<file path="src/rtl/fpmul_pkg.sv">
`default_nettype none
// ============================================================================
// Module   : fpmul_pkg
// Purpose  : Shared state encoding and result-select codes for the
//            floating-point multiplier sequencing controller.
// Revision : 1.0 - initial release
// ============================================================================
package fpmul_pkg;

    typedef enum logic [2:0] {
        ST_IDLE     = 3'd0,
        ST_LAUNCH   = 3'd1,
        ST_MUL_WAIT = 3'd2,
        ST_RND_WAIT = 3'd3,
        ST_RESULT   = 3'd4
    } state_t;

    localparam logic [1:0] SEL_COMPUTED = 2'b00;
    localparam logic [1:0] SEL_ZERO     = 2'b01;
    localparam logic [1:0] SEL_INF      = 2'b10;
    localparam logic [1:0] SEL_NAN      = 2'b11;

    localparam int c_default_timeout_cycles = 64;

endpackage
`default_nettype wire

</file>
<file path="src/rtl/fpmul_watchdog.sv">
`default_nettype none
// ============================================================================
// Module   : fpmul_watchdog
// Purpose  : Saturating wait-cycle counter; expired marks the last allowed
//            cycle of a multiply or rounding wait.
// Revision : 1.0 - initial release
// ============================================================================
module fpmul_watchdog
    import fpmul_pkg::*;
#(
    parameter int TIMEOUT_CYCLES = c_default_timeout_cycles,
    parameter int CNT_W          = 7
) (
    input  logic clk,
    input  logic rst,
    input  logic i_clear,
    input  logic i_enable,
    output logic o_expired
);

    localparam logic [CNT_W-1:0] c_limit = CNT_W'(TIMEOUT_CYCLES - 1);
    localparam logic [CNT_W-1:0] c_max   = '1;

    logic [CNT_W-1:0] r_count;

    always_ff @(posedge clk) begin
        if (rst || i_clear) begin
            r_count <= '0;
        end else if (i_enable && (r_count != c_max)) begin
            r_count <= r_count + 1'b1;
        end
    end

    assign o_expired = (r_count == c_limit);

endmodule
`default_nettype wire

</file>
<file path="src/rtl/fpmul_controller.sv">
`default_nettype none
// ============================================================================
// Module   : fpmul_controller
// Purpose  : Req/Ack sequencer for the FP multiplier datapath, with result
//            class selection and a watchdog that turns hangs into NaN.
// Revision : 1.0 - initial release
// ============================================================================
module fpmul_controller
    import fpmul_pkg::*;
#(
    parameter int TIMEOUT_CYCLES = c_default_timeout_cycles,
    parameter int CNT_W          = 7
) (
    input  logic       CLK,
    input  logic       Reset,
    input  logic       Req,
    input  logic       Equal,
    input  logic       Over1,
    input  logic       DoneO,
    input  logic       Over2,
    input  logic       DoneR,
    output logic       Start,
    output logic       StartR,
    output logic [1:0] S,
    output logic       DONE,
    output logic       Ack,
    output logic       Busy,
    output logic       Timeout
);

    state_t     r_state;
    state_t     w_state_next;
    logic [1:0] r_sel;
    logic [1:0] w_sel_next;
    logic       r_timeout;
    logic       w_timeout_next;
    logic       w_wd_clear;
    logic       w_wd_enable;
    logic       w_wd_expired;

    always_ff @(posedge CLK) begin
        if (Reset) begin
            r_state   <= ST_IDLE;
            r_sel     <= SEL_COMPUTED;
            r_timeout <= 1'b0;
        end else begin
            r_state   <= w_state_next;
            r_sel     <= w_sel_next;
            r_timeout <= w_timeout_next;
        end
    end

    always_comb begin
        w_state_next   = r_state;
        w_sel_next     = r_sel;
        w_timeout_next = r_timeout;
        case (r_state)
            ST_IDLE: begin
                if (Req) begin
                    w_state_next   = ST_LAUNCH;
                    w_timeout_next = 1'b0;
                end
            end
            ST_LAUNCH: begin
                if (Equal) begin
                    w_state_next = ST_RESULT;
                    w_sel_next   = SEL_ZERO;
                end else if (Over1) begin
                    w_state_next = ST_RESULT;
                    w_sel_next   = SEL_INF;
                end else begin
                    w_state_next = ST_MUL_WAIT;
                end
            end
            ST_MUL_WAIT: begin
                // completion beats the watchdog on the same cycle
                if (DoneO) begin
                    w_state_next = ST_RND_WAIT;
                end else if (w_wd_expired) begin
                    w_state_next   = ST_RESULT;
                    w_sel_next     = SEL_NAN;
                    w_timeout_next = 1'b1;
                end
            end
            ST_RND_WAIT: begin
                if (DoneR) begin
                    w_state_next = ST_RESULT;
                    w_sel_next   = Over2 ? SEL_INF : SEL_COMPUTED;
                end else if (w_wd_expired) begin
                    w_state_next   = ST_RESULT;
                    w_sel_next     = SEL_NAN;
                    w_timeout_next = 1'b1;
                end
            end
            ST_RESULT: begin
                if (!Req) begin
                    w_state_next = ST_IDLE;
                end
            end
            default: begin
                w_state_next = ST_IDLE;
            end
        endcase
    end

    // Any state change restarts the wait count from zero.
    assign w_wd_clear  = (w_state_next != r_state);
    assign w_wd_enable = (r_state == ST_MUL_WAIT) || (r_state == ST_RND_WAIT);

    fpmul_watchdog #(
        .TIMEOUT_CYCLES (TIMEOUT_CYCLES),
        .CNT_W          (CNT_W)
    ) u_watchdog (
        .clk       (CLK),
        .rst       (Reset),
        .i_clear   (w_wd_clear),
        .i_enable  (w_wd_enable),
        .o_expired (w_wd_expired)
    );

    assign Start   = (r_state == ST_LAUNCH) || (r_state == ST_MUL_WAIT);
    assign StartR  = (r_state == ST_RND_WAIT);
    assign DONE    = (r_state == ST_RESULT);
    assign Ack     = (r_state == ST_RESULT);
    assign Busy    = (r_state != ST_IDLE);
    assign S       = r_sel;
    assign Timeout = r_timeout;

endmodule
`default_nettype wire

</file>
<file path="config.mk">
export PLATFORM = sky130hd
export DESIGN_NAME = fpmul_controller
export DESIGN_NICKNAME = d
export VERILOG_FILES = /design/src/rtl/fpmul_pkg.sv /design/src/rtl/fpmul_watchdog.sv /design/src/rtl/fpmul_controller.sv
export SDC_FILE = /design/constraint.sdc
export NUM_CORES = 1
export LEC_CHECK = 0
export CAP_MARGIN = 0
export CORE_MARGIN = 3
export CORE_UTILIZATION = 53
export CTS_CLUSTER_DIAMETER = 40
export DETAILED_ROUTE_END_ITERATION = 10
export HOLD_SLACK_MARGIN = 0.02
export PLACE_DENSITY = 0.83
export SYNTH_ARGS = -nofsm -noshare
export SYNTH_HDL_FRONTEND = slang
export SYNTH_SLANG_ARGS = --single-unit
</file>
<file path="constraint.sdc">
create_clock -name CLK -period 2.6 [get_ports CLK]
set_clock_uncertainty 0.05 [all_clocks]
set_input_delay 0.52 -clock CLK [delete_from_list [all_inputs] [get_ports CLK]]
set_output_delay 0.52 -clock CLK [all_outputs]
set_load 0.02 [all_outputs]
</file>
[Word level (Yosys, flattened, before mapping)]
Cells that the tools add are included.
Cells by class
  reduce and logical (&&, ||, !) cells: 10
  eq/ne operators: 11
  add/sub/neg operators: 1
  multiplexer cells: 20
Operators with widths (count)
  two-way mux 3 bit: 7
  case mux 3 bit (5 select lines): 1
  two-way mux 2 bit: 6
  nonzero test 3 bit: 3
  adder 7 x 1 -> 7 bit, second input constant: 1
  equality test 7 x 6 -> 1 bit, second input constant: 1
  != test 7 bit, second input constant: 1
  equality test 3 x 2 -> 1 bit, second input constant: 2
  != test 2 bit, second input constant: 3
  case mux 2 bit (3 select lines): 1
  two-way mux 1 bit: 4
  AND reduction 4 bit: 1
  equality test 3 x 1 -> 1 bit, second input constant: 1
  equality test 3 bit, second input constant: 1
  zero test 3 bit: 1
  logical OR 1 bit: 3
  != test 3 bit: 1
  != test 3 bit, second input constant: 1
  case mux 1 bit (3 select lines): 1
  AND reduction 3 bit: 1
  logical AND 1 bit: 1
Storage, ports and cells
  bits of input ports: 8
  register bits after elaboration: 13

[Logic depth before layout (Yosys ltp)]
  depth after elaboration: 6
  gate-level depth with buffers: 6
  mapped depth without buffers: 5

[Hierarchy]
Synthesis repeated with hierarchy kept, for this count alone.
Second synthesis, totals
  cell total of the unflattened synthesis: 93
  area total of the unflattened synthesis: 823.3 um^2
Modules (own cells, without submodules)
  fpmul_controller: instances 1, cells each 54, area an instance 465.4 um^2
  fpmul_watchdog: instances 1, cells each 39, area an instance 357.8 um^2

[Worst setup path before layout]
Ideal clock, no wire load.
  path type: register to output
  start point: register r_state[2]
  end point: output StartR
  slack: 0.871 ns
  data required time: 2.030 ns
  arrival: 1.159 ns
  cell stages (with the launch flop): 4
  cells stage by stage: dfxtp_1 buf_6 clkbuf_1 nor3_1
On the way
  longest elaborated chain between the ends: 1
Ends and longest elaborated chain
  start: declaration: line fpmul_controller.sv:31  | state_t r_state;
  start signal: assignment: line fpmul_controller.sv:47  | r_state <= w_state_next;
  equality test 3 x 2 -> 1 bit: line fpmul_controller.sv:122  | assign StartR = (r_state == ST_RND_WAIT);
  end: declaration: line fpmul_controller.sv:23  | output logic StartR,
Every way passes these cells.

[Final worst setup path]
  start point: register r_state[0]
  end point: output StartR
The elaborated chain is that of the path after synthesis.

==> flow_summary.toml <==
[status]
outcome = "complete, no violations"

[yosys]
async_flop_share = 0
synth_edf_count = 0
yosysTopAreaCell = "dfxtp_1"
synth_top_area_share = 0.3118
syn_area_sq_um = 834.6
synthesis.nets = 115
ys_warn_count = 0
syn_area_per_cell_sq_um = 7.873
synth_cell_types = 41
synthCells = 106
synth_seq_area_share = 0.3118
ys_ff_latch = 13
synth.top_cells.by_area = "dfxtp_1, a21oi_1, nor2_1"
synth_flop_cell = "dfxtp_1"

[sta]
maxSlewHeadroom = 0.6197
setup_viol = 0
tightest_slew_ns = 0.5697
finalCritPeriodShare = 0.9222
timing.hold.ws_ns = 0.4273
tns_ns = 0
setup_ws_ns = 0.2022
timing.fmax_mhz = 417.0
fin_crit_ns = 2.398
rsz0062_at_grt = "no"
final-hold-violation-count = 0
slew_viol_final = 0

[routing]
dr.first_iter.drc_count = 20
drtPass1Iterations = 4
ant_nets = 0
post_drt_wl_per_cell_microns = 13.84
routed_wl_microns = 1868
drc = 0
viasPerCell = 6.126
vias = 827

[floorplan]
io_pins = 16
std_cell_rows = 13
dieArea_sq_um = 2087
start_util = 0.6036
core_area_sq_um = 1383
die_w_microns = 45.68
die_h_microns = 45.68

[setup_path]
path_class = "flop to primary output"
crit_arrival_ns = 1.83
end_kind = "primary output"
required_ns = 2.03
worst_setup_path_start_kind = "flop"
worstPathMaxFanout = 11

[layout]
finalNetCount = 130
diodes = 0
drive_gt1_frac = 0.09167
syn2layout_area_growth_pct = 19.79
final_cell_mix = "clkdlybuf4s50_1, dfxtp_1, a21oi_1, nor2_1"
final_area_sq_um = 999.7
stdcell_count = 135
final_common_cell = "clkdlybuf4s50_1"

[clock_tree]
cts_buffer_depth = 2
hold_buffers = 0
clock_latency_ns = 0.27
cts_tree = "yes"
clk_pin_slew_ns = 0.08
post_cts_buffers = 0
cts.sinks = 13
numCtsBuffers = 3
cts.repair.resized = 0
htreeDepth = 1
cts_root_buf = "clkbuf_4"

[global_route]
grt_first_pass_wirelength_microns = 3036
grt_usage = 0.1964
grt_pass1_vias = 707
antenna_found_initial = 0
overflow = 0
grt_max_degree = 19

[pwr]
ir_drop_mv = 0.3527
p_per_area_nw_per_um2 = 428.7
p_leak_uw = 0.0003418

[worst_hold_path]
hp-class = "flop to flop"

[flow_run]
drv_cap = 0

[placed_design]
port_buffers = 15
gp_congestion = 0.8399
placed_cells = 131
place_area_sq_um = 973.4
dp_worst_setup_slack_ns = 0.4621
hpwl_microns = 1378
==> cell type report <==
class | count | area (sq um)
clock buffers | 4 | 26.28
fillers | 124 | 382.9
inverters | 6 | 22.52
multi-input cells | 80 | 506.7
flip-flops and latches | 13 | 260.3
well taps | 15 | 18.77
repair buffers | 17 | 165.2
==> critical path, cell delays in order, from the launching register on <==
cell,delay (ns)
dfxtp_1,0.38
buf_4,0.19
inv_1,0.09
nor3_1,0.25
clkdlybuf4s50_1,0.66
==> worst paths after layout <==
path,slack [ns],startpoint,to,depth (start not counted)
worst max-delay path,0.20,r_state[0],StartR,4
worst min-delay path,0.43,S[1],S[1],2
worst max register to register,0.73,u_watchdog.r_count[0],u_watchdog.r_count[1],5
worst min register to register,0.43,S[1],S[1],2
==> stage by stage <==
| step | total power, uW | util |
|---|---|---|
| global placement | 308.9 | 0.7041 |
| detailed placement | 311.2 | 0.7041 |
| CTS | 434.5 | 0.7231 |
| global route | 451.2 | 0.7231 |
| finish | 428.6 | 0.7231 |
| floorplan | 276.1 | - |
==> metal layers <==
metal,global-route usage,wire length (microns),vias to the layer above
met1,0.2506,830,385
met2,0.3175,884,29
met5,0,0,-
li1,-,-,411
met4,0.04678,14,0
met3,0.06324,138,2
==> Yosys cell counts, drive strengths merged, types with 3 or more instances <==
cell type and instances:
nand2b 3, inv 6, a311oi 3, nand3b 3
or3 3, buf 6, o21ai 7, nor2 10
a21oi 12, nand3 6, nand2 5, dfxtp 13
==> flip-flops by register name (all words and copies together) (netlist names) <==
register,count
u_watchdog.r_count,7
r_state,3
S,2
Timeout,1
==> logic make-up (layout without fill, tap and decap cells) <==
| group | after synthesis | count (layout) | share of synthesized area |
|---|---|---|---|
| compound gates | 31 | 31 | 0.2474 |
| xor+xnor | 3 | 3 | 0.03149 |
| simple gates | 43 | 43 | 0.2894 |
| flops | 13 | 13 | 0.3118 |
| mux | 2 | 2 | 0.02399 |
| buf+inv | 13 | 27 | 0.08094 |
| fa+ha+maj | 1 | 1 | 0.01499 |
==> power breakdown <==
part | internal, uW | leakage (uW) | total, uW | switching, uW
Combinational | 45.7 | 0.000222 | 94.2 | 48.5
Clock | 59.4 | 0.0000150 | 122 | 62.2
Sequential | 204 | 0.000105 | 213 | 8.60
(Power assumes the default switching activity.)
